**config.mk**
```make
export PLATFORM = sky130hd
export DESIGN_NAME = keypad_encoder
export DESIGN_NICKNAME = d
export VERILOG_FILES = /design/src/rtl/keypad_pkg.sv /design/src/rtl/onehot_to_bcd.sv /design/src/rtl/keypad_encoder.sv
export SDC_FILE = /design/constraint.sdc
export NUM_CORES = 1
export LEC_CHECK = 0
export BUFFER_PORTS_ARGS = -buffer_cell sky130_fd_sc_hd__buf_4
export CAP_MARGIN = 10
export CORE_ASPECT_RATIO = 0.6
export CORE_UTILIZATION = 45
export CTS_CLUSTER_DIAMETER = 150
export DETAILED_ROUTE_END_ITERATION = 6
export PLACE_DENSITY = 0.71
export SETUP_SLACK_MARGIN = 0.2
export SKIP_LAST_GASP = 1
export SYNTH_ARGS = -nofsm -noshare
export SYNTH_HDL_FRONTEND = slang
export SYNTH_SLANG_ARGS = --single-unit
```
**constraint.sdc**
```tcl
create_clock -name clock -period 3.9 [get_ports clock]
set_input_delay 0.78 -clock clock [delete_from_list [all_inputs] [get_ports clock]]
set_output_delay 0.78 -clock clock [all_outputs]
set_load 0.005 [all_outputs]
```
**src/rtl/keypad_pkg.sv**
```systemverilog
// Shared types and widths for the ten-key digit entry stage.
`timescale 1ns/1ps
package keypad_pkg;

  localparam int unsigned KP_KEYS   = 10;
  localparam int unsigned KP_CNT_W  = 4;
  localparam int unsigned KP_CODE_W = 4;

  typedef enum logic [1:0] {
    IDLE,
    DEBOUNCE,
    LOAD,
    HOLD
  } kp_state_t;

endpackage

```
**src/rtl/onehot_to_bcd.sv**
```systemverilog
// Combinational key-line decoder: BCD code of the set line plus single/multi flags.
`timescale 1ns/1ps
module onehot_to_bcd
  import keypad_pkg::*;
(
  input  logic [KP_KEYS-1:0]   keypad,
  output logic [KP_CODE_W-1:0] code,
  output logic                 single,
  output logic                 multi
);

  logic [KP_KEYS-1:0] low_cleared;

  // Clearing the lowest set bit leaves zero exactly when at most one bit is set.
  always_comb begin
    low_cleared = keypad & (keypad - KP_KEYS'(1));
    single      = (keypad != '0) && (low_cleared == '0);
    multi       = (low_cleared != '0);
    code        = '0;
    for (int k = 0; k < KP_KEYS; k++) begin
      if (keypad[k]) code = KP_CODE_W'(k);
    end
  end

endmodule

```
**src/rtl/keypad_encoder.sv**
```systemverilog
// Debounced ten-key entry producing a BCD digit and one-cycle active-low load strobe.
// Optional KEYPAD_MULTIKEY_ERR_EN adds a one-cycle multikey error pulse.
`timescale 1ns/1ps
module keypad_encoder
  import keypad_pkg::*;
#(
  parameter int unsigned DEBOUNCE_CYCLES = 3
) (
  input  logic                 clock,
  input  logic                 clearn,
  input  logic [KP_KEYS-1:0]   keypad,
  input  logic                 lock,
  output logic [KP_CODE_W-1:0] data,
  output logic                 loadn
`ifdef KEYPAD_MULTIKEY_ERR_EN
  ,
  output logic                 multikey
`endif
);

  localparam logic [KP_CNT_W-1:0] DB = KP_CNT_W'(DEBOUNCE_CYCLES);

  kp_state_t              state_q, state_nxt;
  logic [KP_CNT_W-1:0]    cnt_q, cnt_nxt, cnt_inc;
  logic [KP_KEYS-1:0]     pat_q, pat_nxt;
  logic [KP_CODE_W-1:0]   code_q, code_nxt, data_nxt;
  logic                   loadn_nxt;
  logic [KP_CODE_W-1:0]   dec_code;
  logic                   dec_single, dec_multi;

  onehot_to_bcd u_dec (
    .keypad (keypad),
    .code   (dec_code),
    .single (dec_single),
    .multi  (dec_multi)
  );

  always_ff @(posedge clock or negedge clearn) begin
    if (!clearn) begin
      state_q <= IDLE;
      cnt_q   <= '0;
      pat_q   <= '0;
      code_q  <= '0;
      data    <= '0;
      loadn   <= 1'b1;
    end else begin
      state_q <= state_nxt;
      cnt_q   <= cnt_nxt;
      pat_q   <= pat_nxt;
      code_q  <= code_nxt;
      data    <= data_nxt;
      loadn   <= loadn_nxt;
    end
  end

  // DEBOUNCE checks the count before incrementing so LOAD lands D edges after capture.
  always_comb begin
    state_nxt = state_q;
    cnt_nxt   = cnt_q;
    pat_nxt   = pat_q;
    code_nxt  = code_q;
    data_nxt  = data;
    loadn_nxt = 1'b1;
    cnt_inc   = (cnt_q == '1) ? cnt_q : cnt_q + KP_CNT_W'(1);

    unique case (state_q)
      IDLE: begin
        cnt_nxt = '0;
        if (!lock && dec_single && !dec_multi) begin
          state_nxt = DEBOUNCE;
          pat_nxt   = keypad;
          code_nxt  = dec_code;
          cnt_nxt   = KP_CNT_W'(1);
        end
      end
      DEBOUNCE: begin
        if (lock || (keypad != pat_q)) begin
          state_nxt = IDLE;
          cnt_nxt   = '0;
        end else if (cnt_q == DB) begin
          state_nxt = LOAD;
          cnt_nxt   = '0;
          loadn_nxt = 1'b0;
          data_nxt  = code_q;
        end else begin
          cnt_nxt = cnt_inc;
        end
      end
      LOAD: begin
        state_nxt = HOLD;
        cnt_nxt   = '0;
      end
      HOLD: begin
        if (keypad != '0) begin
          cnt_nxt = '0;
        end else if (cnt_inc == DB) begin
          state_nxt = IDLE;
          cnt_nxt   = '0;
        end else begin
          cnt_nxt = cnt_inc;
        end
      end
      default: begin
        state_nxt = IDLE;
        cnt_nxt   = '0;
      end
    endcase
  end

`ifdef KEYPAD_MULTIKEY_ERR_EN
  logic armed_q;
  logic mk_fire;

  assign mk_fire = (state_q == IDLE) && dec_multi && armed_q;

  // Re-arm only once the keypad is fully released.
  always_ff @(posedge clock or negedge clearn) begin
    if (!clearn) begin
      multikey <= 1'b0;
      armed_q  <= 1'b1;
    end else begin
      multikey <= mk_fire;
      if (keypad == '0) armed_q <= 1'b1;
      else if (mk_fire) armed_q <= 1'b0;
    end
  end
`endif

endmodule
```
==> summary.md, run 1 <==
| Metric | Value |
|---|---|
| Result of the run | complete, no violations |
| Drt first pass iters | 4 |
| Vias | a little over 1000 |
| Number of buffers inserted for hold repair after clock tree synthesis | 0 |
| Cell area after synthesis | 1390 um2 |
| GRT Util Overall | 0.182 |
| Number of antenna repair diodes | 0 |
| Post-Route Skew | ~0.0062 ns |
| Portion of netlist area occupied by mux cells | 0.153 |
| Number of enable-type register cells in the synthesized netlist | 0 |
| Mean cell area of the mapped netlist | between 10 and 15 um2 |
| Wire length reported by the detailed router | roughly 2.7 mm |
| Placement Cell Area | 1530 um2 |
| Maximum buffer depth of the clock tree | 2 |
| Crit-path max FO | 15 |
| Initial antenna violation count | 0 |
| Hold Worst Slack | 0.396 ns |
| Final setup viols | 0 |
| Endpoint required time on the critical path | 4.06 ns |
| Highest clock rate | roughly 380 MHz |
| Final net count | 161 |
| TritonCTS clock tree | yes |
| Count of distinct cell types in the synthesized netlist | 39 |
| Utilization after layout | 0.543 |
| Worst Path Class, Setup | input pin to flip-flop |
| Post-synthesis share of cell area spent on and, or, nand and nor gates | 0.136 |
| Post-synth ARST share | 1.00 |
| Cell breakdown of the critical path | buf_4 > or4_4 > or4b_1 > a21o_1 > a21o_4 > mux2_4 |
| First-pass GRT wire length | 4.33 mm |
| Number of synthesized register bits | 25 |
| Element type at the critical path start | input pin |
| Post-CTS repair timing setup buffer count | 0 |
| Post-synthesis net count | 143 |
| Max Cap Viol | 0 |
| Cts repair resizes | 0 |
| Final min period | roughly 2.7 ns |
| Routability Congestion | 0.938 |
| Effective utilization at floorplan | 0.477 |
| Setup repair after global routing missed its margin | no |
| Area occupied by multi-input gates | between 700 and 800 um2 |
| Count of unresolved DRC violations after routing | 0 |
| Synthesized-area fraction occupied by ao, oa, aoi and oai cells | 0.135 |
| Count of mapped cells out of synthesis | between 100 and 150 |
| Area of the placeable core | approximately 2900 um2 |
| Number of buffer cells added on primary ports | 17 |
| Final instance area | ~1600 um2 |
| GR Overflow Total | 0 |
| Share of layout cells above drive strength 1 | 0.274 |
| Clock H-tree levels | 1 |
| Wire per inst | roughly 15 um |
| Clock edge transition at the registers on the reported setup and hold paths | roughly 0.080 ns |
| Overall die area | about 3300 um2 |
| Share of the cycle needed by the critical path after routing | 0.683 |
| Detail Placement HPWL | between 2 and 2.5 mm |
| Via density per instance | 5.51 |
| Synth Flop Type | sky130_fd_sc_hd__dfrtp_1 |
| Largest net degree at the start of global routing | 26 |
| Worst-Skew Late Latency | between 0.2 and 0.3 ns |
| Largest stage delay on the critical path | 0.55 ns |
| Hold violation total from the final report | 0 |
| Worst Max-Slew Pin Slew | between 0.6 and 0.7 ns |
| Area occupied by registers | 627 um2 |
| Filler cell count in the final layout | about 250 |
| Syn-to-layout area delta | 13.7% |
| Areal power density over the cells | 312 nW/um2 |
| Adder-cell area share of the yosys netlist | 0.0162 |
| Antenna-violating nets left | 0 |
| Class of the worst hold path | input pin to async pin |
| Number of sinks driven by the clock tree | 25 |
| Final worst slack | roughly 1.2 ns |
| Maximum VDD drop | around 0.19 mV |
| Kind of capture point of the worst setup path | flip-flop |
| Count of pins on the block boundary | 18 |
| LEAKAGE | about 0.77 nW |
| Final Max Tran Viols | 0 |
| Main combinational cell family by area after synthesis | multiplexers |
| CTS root buf | sky130_fd_sc_hd__clkbuf_8 |
| Fraction of synthesized cell area in xor and xnor cells | 0.0694 |
| Via count of the first global-routing pass | ~940 |
| Worst Path Arrival | 2.82 ns |
| Worst max-slew margin expressed relative to the limit | 0.591 |
| Post-placement setup slack | 0.962 ns |
| Total CTS buffers | 3 |
| Initial DRC count | between 70 and 80 |
| X dimension of the die | 73.7 um |
| Final-layout setup total negative slack | 0 ns |
| Floorplan die height | 45.0 um |
| Total number of yosys warnings | 0 |
| Proportion of synthesized chip area in sequential cells | 0.451 |
| Master of the slowest instance on the critical path | sky130_fd_sc_hd__or4_4 |
| Number of placement rows | 15 |
-- synth_stat cells, drive strengths merged, types with 2 or more instances --
library cell | n | area share
a21o | 3 | 0.022
a21oi | 8 | 0.029
buf | 3 | 0.023
dfrtp | 24 | 0.43
inv | 5 | 0.014
mux2 | 16 | 0.15
nand2 | 5 | 0.014
nand2b | 2 | 0.0090
nand3 | 3 | 0.011
nand4 | 2 | 0.0090
nor2 | 13 | 0.035
nor3 | 4 | 0.014
nor4 | 3 | 0.014
o21ai | 6 | 0.022
o21bai | 3 | 0.016
xnor2 | 3 | 0.019
xor2 | 8 | 0.050
-- per-layer routing --
layer,global-route usage,wire length [um]
met2,0.268,1160
met3,0.0670,241
met1,0.254,1310
met5,0,0
met4,0.0462,12
-- registers in the layout, summed over array words and instances (netlist names), named ones only --
signal,cells
cnt_q,4
code_q,4
loadn,1
pat_q,10
state_q,1
data,4
-- report_power, final --
part	internal, mW	total [mW]	leakage, nW	switching [mW]
Combinational	0.0311	0.0635	0.404	0.0325
Sequential	0.271	0.279	0.342	0.00842
Clock	0.0730	0.150	0.0228	0.0768
Total	0.375	0.493	0.769	0.118
-- placed cells by master (no fill, tap or decap), drive strengths merged, types with 2 or more instances in the layout --
| cell | count |
|---|---|
| a21o | 3 |
| dfrtp | 24 |
| inv | 5 |
| xor2 | 8 |
| mux2 | 16 |
| nor4 | 3 |
| o21ai | 6 |
| nor2 | 13 |
| nand4 | 2 |
| nor3 | 4 |
| xnor2 | 3 |
| nand2 | 5 |
| nand2b | 2 |
| nand3 | 3 |
| buf | 17 |
| clkbuf | 4 |
| o21bai | 3 |
| a21oi | 8 |
-- cell type report --
class                           instances  share of cell area
Inverter                                5              0.0119
Tap cell                               42              0.0333
Clock buffer                            4              0.0285
Timing Repair Buffer                   17              0.0808
Multi-Input combinational cell         95               0.448
Sequential cell                        25               0.397
-- worst max-delay path, delay by kind of cell --
family / cells / cell delay (ns)
mux: 1 / 0.32
buf+inv: 1 / 0.14
compound gates: 2 / 0.51
simple gates: 2 / 1.06
-- per-stage QoR --
step           instances  power (mW)
2_1_floorplan        129       0.320
3_3_place_gp         184       0.347
3_5_place_dp         184       0.348
4_1_cts              188       0.501
5_1_grt              188       0.520
6_report             188       0.493
-- final timing paths --
path	from	end	slack [ns]	depth (start not counted)
max reg2reg	pat_q[9]$_DFFE_PN0P_	data[1]$_DFFE_PN0P_	1.58	6
min	clearn	data[1]$_DFFE_PN0P_	0.40	1
min in group clock	code_q[3]$_DFFE_PN0P_	code_q[3]$_DFFE_PN0P_	0.49	2
max in group asynchronous	clearn	loadn$_DFF_PN1_	3.22	1
min reg2reg	code_q[3]$_DFFE_PN0P_	code_q[3]$_DFFE_PN0P_	0.49	2
max	keypad[2]	pat_q[9]$_DFFE_PN0P_	1.24	6
-- cell families (layout without fill, tap and decap cells) --
| kind of cell | count (synthesis) | count (layout) |
|---|---|---|
| xor gates and xnor gates | 11 | 11 |
| muxes | 17 | 17 |
| buffers and inverters | 9 | 26 |
| AOI/OAI and AO/OA | 28 | 28 |
| DFF | 25 | 25 |
| adders and majority gates | 2 | 2 |
| and+or+nand+nor | 37 | 37 |
Note: power is estimated with default switching activity, not from simulation.
==> inputs of run 2 (changes only) <==
- PLACE_DENSITY: 0.71 -> 0.73
- clock period: 3.9 -> 2.37 ns (I/O delays scaled with it)
==> run 2 against run 1 <==
Critical path depth unchanged; design area increased by 9.7%; flip-flop and latch count unchanged; largest cell class unchanged; highest routed layer unchanged.
==> summary.md, run 2 (synthesis results as in run 1) <==
| Metric | Value |
|---|---|
| Overall die area | about 3300 um2 |
| Crit-path max FO | 8 |
| Floorplan die height | about 45 um |
| Number of cell instances on the worst register-to-register path | 9 |
| Number of buffers inserted for hold repair after clock tree synthesis | 0 |
| Utilization after layout | 0.595 |
| Number of logic stages on the critical path including buffering | 6 |
| Final net count | 175 |
| Class of the worst hold path | input pin to async pin |
| Worst Path Arrival | 2.44 ns |
| Sw Share | 0.250 |
| Largest stage delay on the critical path | between 0.5 and 0.6 ns |
| Worst Path Class, Setup | input pin to flip-flop |
| Combinational power share | 0.147 |
| NetSw | approximately 0.21 mW |
| Result of the run | complete, no violations |
| Via count of the first global-routing pass | 1000 |
| Detail Placement HPWL | around 2.1 mm |
| Cell breakdown of the critical path | buf_6 > or4_4 > or4b_1 > a21o_1 > a21o_4 > mux2_4 |
| Setup repair after global routing missed its margin | yes |
| Sequential Power Share | 0.550 |
| Post-Route Skew | a little under 0.007 ns |
| Register-to-Register Setup Slack | 0.33 ns |
| Leading cell type in the layout, fill and taps excluded | sky130_fd_sc_hd__buf_4 |
| Maximum buffer depth of the clock tree | 2 |
| Cell Int Power | 0.627 mW |
| Sum of buffers and inverters on the critical path | 1 |
| Clock H-tree levels | 1 |
| GRT Util Overall | 0.197 |
| Antenna-violating nets left | 0 |
| Worst R2R End | data[1]$_DFFE_PN0P_ |
| Maximum VDD drop | 0.330 mV |
| Via density per instance | approximately 5.4 |
| First-pass GRT wire length | 4.76 mm |
| Number of sinks driven by the clock tree | 25 |
| Syn-to-layout area delta | 24.7% |
| Global routing usage on met1 | 0.285 |
| Worst-Skew Late Latency | 0.27 ns |
| PnR Total Power | around 0.84 mW |
| Effective utilization at floorplan | 0.477 |
| Hold violation total from the final report | 0 |
| Master of the slowest instance on the critical path | sky130_fd_sc_hd__or4_4 |
| Wire length reported by the detailed router | 2.94 mm |
| Area occupied by registers | between 600 and 700 um2 |
| Count of pins on the block boundary | 18 |
| Area of the placeable core | 2910 um2 |
| GRT met3 Usage | 0.0469 |
| Max Cap Viol | 0 |
| Areal power density over the cells | 483 nW/um2 |
| X dimension of the die | ~74 um |
| Endpoint required time on the critical path | between 2 and 3 ns |
| Highest clock rate | 437 MHz |
| Final min period | between 2 and 2.5 ns |
| LEAKAGE | roughly 0.84 nW |
| Worst Max-Slew Pin Slew | 0.514 ns |
| Share of layout cells above drive strength 1 | 0.375 |
| Filler cell count in the final layout | roughly 260 |
| Most frequent cells in the layout | sky130_fd_sc_hd__buf_4 (26), sky130_fd_sc_hd__dfrtp_1 (24), sky130_fd_sc_hd__nor2_1 (13) |
| Share of the cycle needed by the critical path after routing | 0.965 |
| TritonCTS clock tree | yes |
| Number of antenna repair diodes | 0 |
| Worst max-slew margin expressed relative to the limit | 0.654 |
| Count of unresolved DRC violations after routing | 0 |
| Top cell family by delay on the critical path | simple AND/OR/NAND/NOR gates |
| Wire per inst | 14.5 um |
| Element type at the critical path start | input pin |
| Critical path capture point | pat_q[7]$_DFFE_PN0P_ |
| Global-route layer with the greatest usage | met2 |
| Final setup viols | 0 |
| Largest register FFs | 10 |
| CTS root buf | sky130_fd_sc_hd__clkbuf_8 |
| Final Max Tran Viols | 0 |
| Initial antenna violation count | 0 |
| Vias | between 1000 and 1500 |
| Largest register by flop count | pat_q |
| Total CTS buffers | 3 |
| Initial DRC count | 36 |
| Number of buffer cells added on primary ports | 17 |
| Clock edge transition at the registers on the reported setup and hold paths | around 0.09 ns |
| Largest net degree at the start of global routing | 26 |
| Area occupied by multi-input gates | roughly 740 um2 |
| Routability Congestion | ~0.84 |
| Drt first pass iters | 4 |
| Beginning of the worst register-to-register path | pat_q[9]$_DFFE_PN0P_ |
| Relative contribution of the clock network to total power | 0.302 |
| Number of placement rows | 15 |
| Kind of capture point of the worst setup path | flip-flop |
| Launch point of the worst path | keypad[2] |
| GR Overflow Total | 0 |
| Hold Worst Slack | between 0.08 and 0.09 ns |
| Global routing usage on met2 | 0.312 |
==> run 2: changes by cell type in the layout (fill, tap and decap cells not counted), sizes merged <==
cell,previous run,this run
clkinvlp,0,1
clkbuf,4,3
buf,17,30
a21o,3,4
==> run 2: layer usage <==
| metal | vias to the layer above | share of wire |
|---|---|---|
| li1 | 528 | - |
| met1 | 528 | 0.50 |
| met2 | 26 | 0.45 |
| met3 | 2 | 0.054 |
| met4 | 0 | 0.0014 |
| met5 | - | 0 |
==> run 2: power by group through the flow <==
stage | clock (mW) | sequential (mW) | combinational (mW)
after CTS | 0.264 | 0.459 | 0.117
after detailed placement | 0 | 0.467 | 0.114
after global placement | 0 | 0.466 | 0.111
after global routing | 0.283 | 0.463 | 0.135
after floorplan | 0 | 0.464 | 0.0633
final | 0.253 | 0.460 | 0.123
==> run 2: worst min path at each step <==
stage                      start                   end  slack, ns  depth (start not counted)
after detailed placement  clearn  pat_q[9]$_DFFE_PN0P_       0.39                          1
after floorplan           clearn             async pin       0.18                          0
after CTS                 clearn  pat_q[9]$_DFFE_PN0P_        0.1                          1
after global placement    clearn  pat_q[0]$_DFFE_PN0P_       0.39                          1
final                     clearn  pat_q[9]$_DFFE_PN0P_       0.09                          1
after global routing      clearn  pat_q[9]$_DFFE_PN0P_       0.10                          1
==> run 2: layout make-up <==
| type | count | area share |
|---|---|---|
| clock buffers | 3 | 0.0238 |
| clock inverters | 1 | 0.00434 |
| inverters | 5 | 0.0108 |
| multi-input cells | 96 | 0.430 |
| flip-flops and latches | 25 | 0.362 |
| well taps | 42 | 0.0303 |
| repair buffers | 30 | 0.139 |
==> run 2: worst register-to-register path: cells and delay by family, from the launching register on <==
kind	cells	cell delay, ns
buffers and inverters	3	0.47
muxes	1	0.27
and+or+nand+nor	4	0.62
xor gates and xnor gates	1	0.15
DFF	1	0.42
==> run 2: repair_timing <==
item / in CTS / in global routing
setup endpoints to repair: 12 / 19
cloned: 1 / 0
gates resized for setup: 3 / 7
pin swaps: 5 / 3
setup buffers: 1 / 0
==> run 2: per-stage QoR <==
step / setup WS [ns] / setup TNS (ns) / instances / cell area [um2]
4_1_cts: 0.123 / 0 / 202 / 1700
3_5_place_dp: -0.195 / -2.22 / 196 / 1620
2_1_floorplan: -0.200 / -1.51 / 129 / 1390
5_1_grt: 0.0544 / 0 / 202 / 1730
3_3_place_gp: -0.164 / -1.91 / 196 / 1620
6_report: 0.0820 / 0 / 202 / 1730
==> inputs of run 3 (changes only) <==
- CORE_ASPECT_RATIO: 0.6 -> 0.5
- PLACE_DENSITY: 0.73 -> 0.67
==> run 3 against run 2 <==
Global-route usage grew 0.15 points; clock skew about the same; largest power group unchanged; clock power rose by 4%.
==> summary.md, run 3 (synthesis results as in run 1) <==
| Metric | Value |
|---|---|
| Cell Int Power | a little over 0.6 mW |
| Final worst slack | 0.0986 ns |
| Final-layout setup total negative slack | 0 ns |
| Number of placement rows | 13 |
| GRT Util Overall | 0.198 |
| Worst Max-Slew Pin Slew | slightly below 0.6 ns |
| Leading cell type in the layout, fill and taps excluded | sky130_fd_sc_hd__buf_4 |
| Post-Route Skew | 0.00685 ns |
| TritonCTS clock tree | yes |
| Number of antenna repair diodes | 0 |
| Clock edge transition at the registers on the reported setup and hold paths | approximately 0.090 ns |
| Kind of capture point of the worst setup path | flip-flop |
| Largest register by flop count | pat_q |
| Initial antenna violation count | 0 |
| Final setup viols | 0 |
| Final instance area | about 1700 um2 |
| Count of pins on the block boundary | 18 |
| First-pass GRT wire length | 4.62 mm |
| Largest register FFs | 10 |
| Class of the worst hold path | input pin to async pin |
| CTS root buf | sky130_fd_sc_hd__clkbuf_8 |
| Hold Worst Slack | around 0.093 ns |
| Share of layout cells above drive strength 1 | 0.365 |
| Highest clock rate | ~440 MHz |
| Number of cell instances on the worst register-to-register path | 8 |
| Count of unresolved DRC violations after routing | 0 |
| Total CTS buffers | 3 |
| Overall die area | 3330 um2 |
| Sequential Power Share | 0.549 |
| Result of the run | complete, no violations |
| Max Cap Viol | 0 |
| Worst-Skew Late Latency | around 0.27 ns |
| Via density per instance | ~5.5 |
| LEAKAGE | 0.835 nW |
| Final Max Tran Viols | 0 |
| Largest net degree at the start of global routing | 26 |
| Number of buffers inserted for hold repair after clock tree synthesis | 0 |
| Antenna-violating nets left | 0 |
| Drt first pass iters | 4 |
| Crit-path max FO | 6 |
| Syn-to-layout area delta | 23.4% |
| Setup repair after global routing missed its margin | yes |
| Routability Congestion | ~0.76 |
| Element type at the critical path start | input pin |
| Relative contribution of the clock network to total power | 0.314 |
| Final net count | roughly 170 |
| Clock H-tree levels | 1 |
| Areal power density over the cells | ~500 nW/um2 |
| Floorplan die height | between 40 and 50 um |
| Effective utilization at floorplan | 0.505 |
| Beginning of the worst register-to-register path | state_q[0]$_DFFE_PN0P_ |
| Combinational power share | 0.137 |
| Most frequent cells in the layout | sky130_fd_sc_hd__buf_4 (25), sky130_fd_sc_hd__dfrtp_1 (24), sky130_fd_sc_hd__nor2_1 (12) |
| Maximum buffer depth of the clock tree | 2 |
| Number of sinks driven by the clock tree | 25 |
| NetSw | between 0.2 and 0.25 mW |
| GR Overflow Total | 0 |
| Initial DRC count | just under 90 |
| Placement Cell Area | between 1500 and 2000 um2 |
| Vias | roughly 1100 |
| Worst max-slew margin expressed relative to the limit | 0.610 |
| Worst R2R End | data[0]$_DFFE_PN0P_ |
| Endpoint required time on the critical path | ~2.5 ns |
| Maximum VDD drop | ~0.25 mV |
| Worst Path Arrival | approximately 2.4 ns |
| Wire length reported by the detailed router | 2.86 mm |
| Register-to-Register Setup Slack | around 0.37 ns |
| Post-placement setup slack | -0.189 ns |
| Area of the placeable core | about 2700 um2 |
| Share of the cycle needed by the critical path after routing | 0.958 |
| Detail Placement HPWL | ~2.1 mm |
| Hold violation total from the final report | 0 |
| Wire per inst | 14.6 um |
| Number of non-filler instances in the completed layout | just under 200 |
| Final min period | 2.27 ns |
| Via count of the first global-routing pass | around 960 |
| Sw Share | 0.257 |
| X dimension of the die | just over 80 um |
| Worst Path Class, Setup | input pin to flip-flop |
| Placed Cells incl. Taps | 190 |
| Number of buffer cells added on primary ports | 17 |
==> run 3: cell count changes in the layout (fill, tap and decap cells not counted) <==
cell,before,now
sky130_fd_sc_hd__nor3_2,0,1
sky130_fd_sc_hd__buf_4,26,25
sky130_fd_sc_hd__nor2_1,13,12
sky130_fd_sc_hd__nand2_1,4,5
sky130_fd_sc_hd__nand2_2,1,0
sky130_fd_sc_hd__nor3_4,1,0
sky130_fd_sc_hd__a21o_4,1,2
sky130_fd_sc_hd__nor2_2,0,1
sky130_fd_sc_hd__a21o_2,1,0
sky130_fd_sc_hd__a21oi_1,6,7
sky130_fd_sc_hd__a21oi_2,2,1
==> run 3: worst max path at each step <==
| stage | from | depth (start not counted) | endpoint | slack, ns |
|---|---|---|---|---|
| final | keypad[4] | 6 | pat_q[1]$_DFFE_PN0P_ | 0.1 |
| after global routing | keypad[4] | 6 | pat_q[1]$_DFFE_PN0P_ | 0.09 |
| after detailed placement | keypad[2] | 6 | pat_q[0]$_DFFE_PN0P_ | -0.19 |
| after global placement | keypad[2] | 6 | pat_q[1]$_DFFE_PN0P_ | -0.17 |
| after CTS | keypad[4] | 6 | pat_q[1]$_DFFE_PN0P_ | 0.14 |
| after floorplan | keypad[3] | 7 | code_q[1]$_DFFE_PN0P_ | -0.20 |
==> run 3: timing repair <==
item | CTS | global route
gates cloned | 1 | 0
resized for setup | 3 | 6
pin swaps | 5 | 0
endpoints found under the hold margin | 0 | 0
setup buffers | 1 | 0
setup endpoints to repair | 14 | 20
==> run 3: power by group through the flow <==
stage | clock, mW | combinational [mW] | sequential, mW
after floorplan | 0 | 0.0633 | 0.464
after global placement | 0 | 0.108 | 0.467
after detailed placement | 0 | 0.111 | 0.467
after CTS | 0.270 | 0.113 | 0.460
after global routing | 0.289 | 0.126 | 0.463
final | 0.263 | 0.115 | 0.460
==> run 3: per-stage QoR <==
stage / util / power [mW]
3_5_place_dp: 0.586 / 0.578
4_1_cts: 0.614 / 0.842
2_1_floorplan: - / 0.527
5_1_grt: 0.624 / 0.878
3_3_place_gp: 0.586 / 0.575
6_report: 0.624 / 0.838
==> run 3: critical path, stage by stage <==
cell                     delay, ns
sky130_fd_sc_hd__buf_6        0.09
sky130_fd_sc_hd__or4_4        0.52
sky130_fd_sc_hd__or4b_1       0.54
sky130_fd_sc_hd__a21o_1       0.23
sky130_fd_sc_hd__a21o_4       0.27
sky130_fd_sc_hd__mux2_4       0.30
==> run 3: cell type report <==
type,count,area [um2]
fillers,242,1030
multi-input cells,96,741
flip-flops and latches,25,627
repair buffers,29,233
well taps,37,46.3
clock buffers,3,41.3
inverters,5,18.8
clock inverters,1,7.51
==> run 3: per-layer routing <==
metal	up-vias	global-route usage	share of wire
li1	527	-	-
met1	510	0.258	0.49
met2	31	0.347	0.45
met3	2	0.0556	0.056
met4	0	0.0268	0.0035
met5	-	0	0
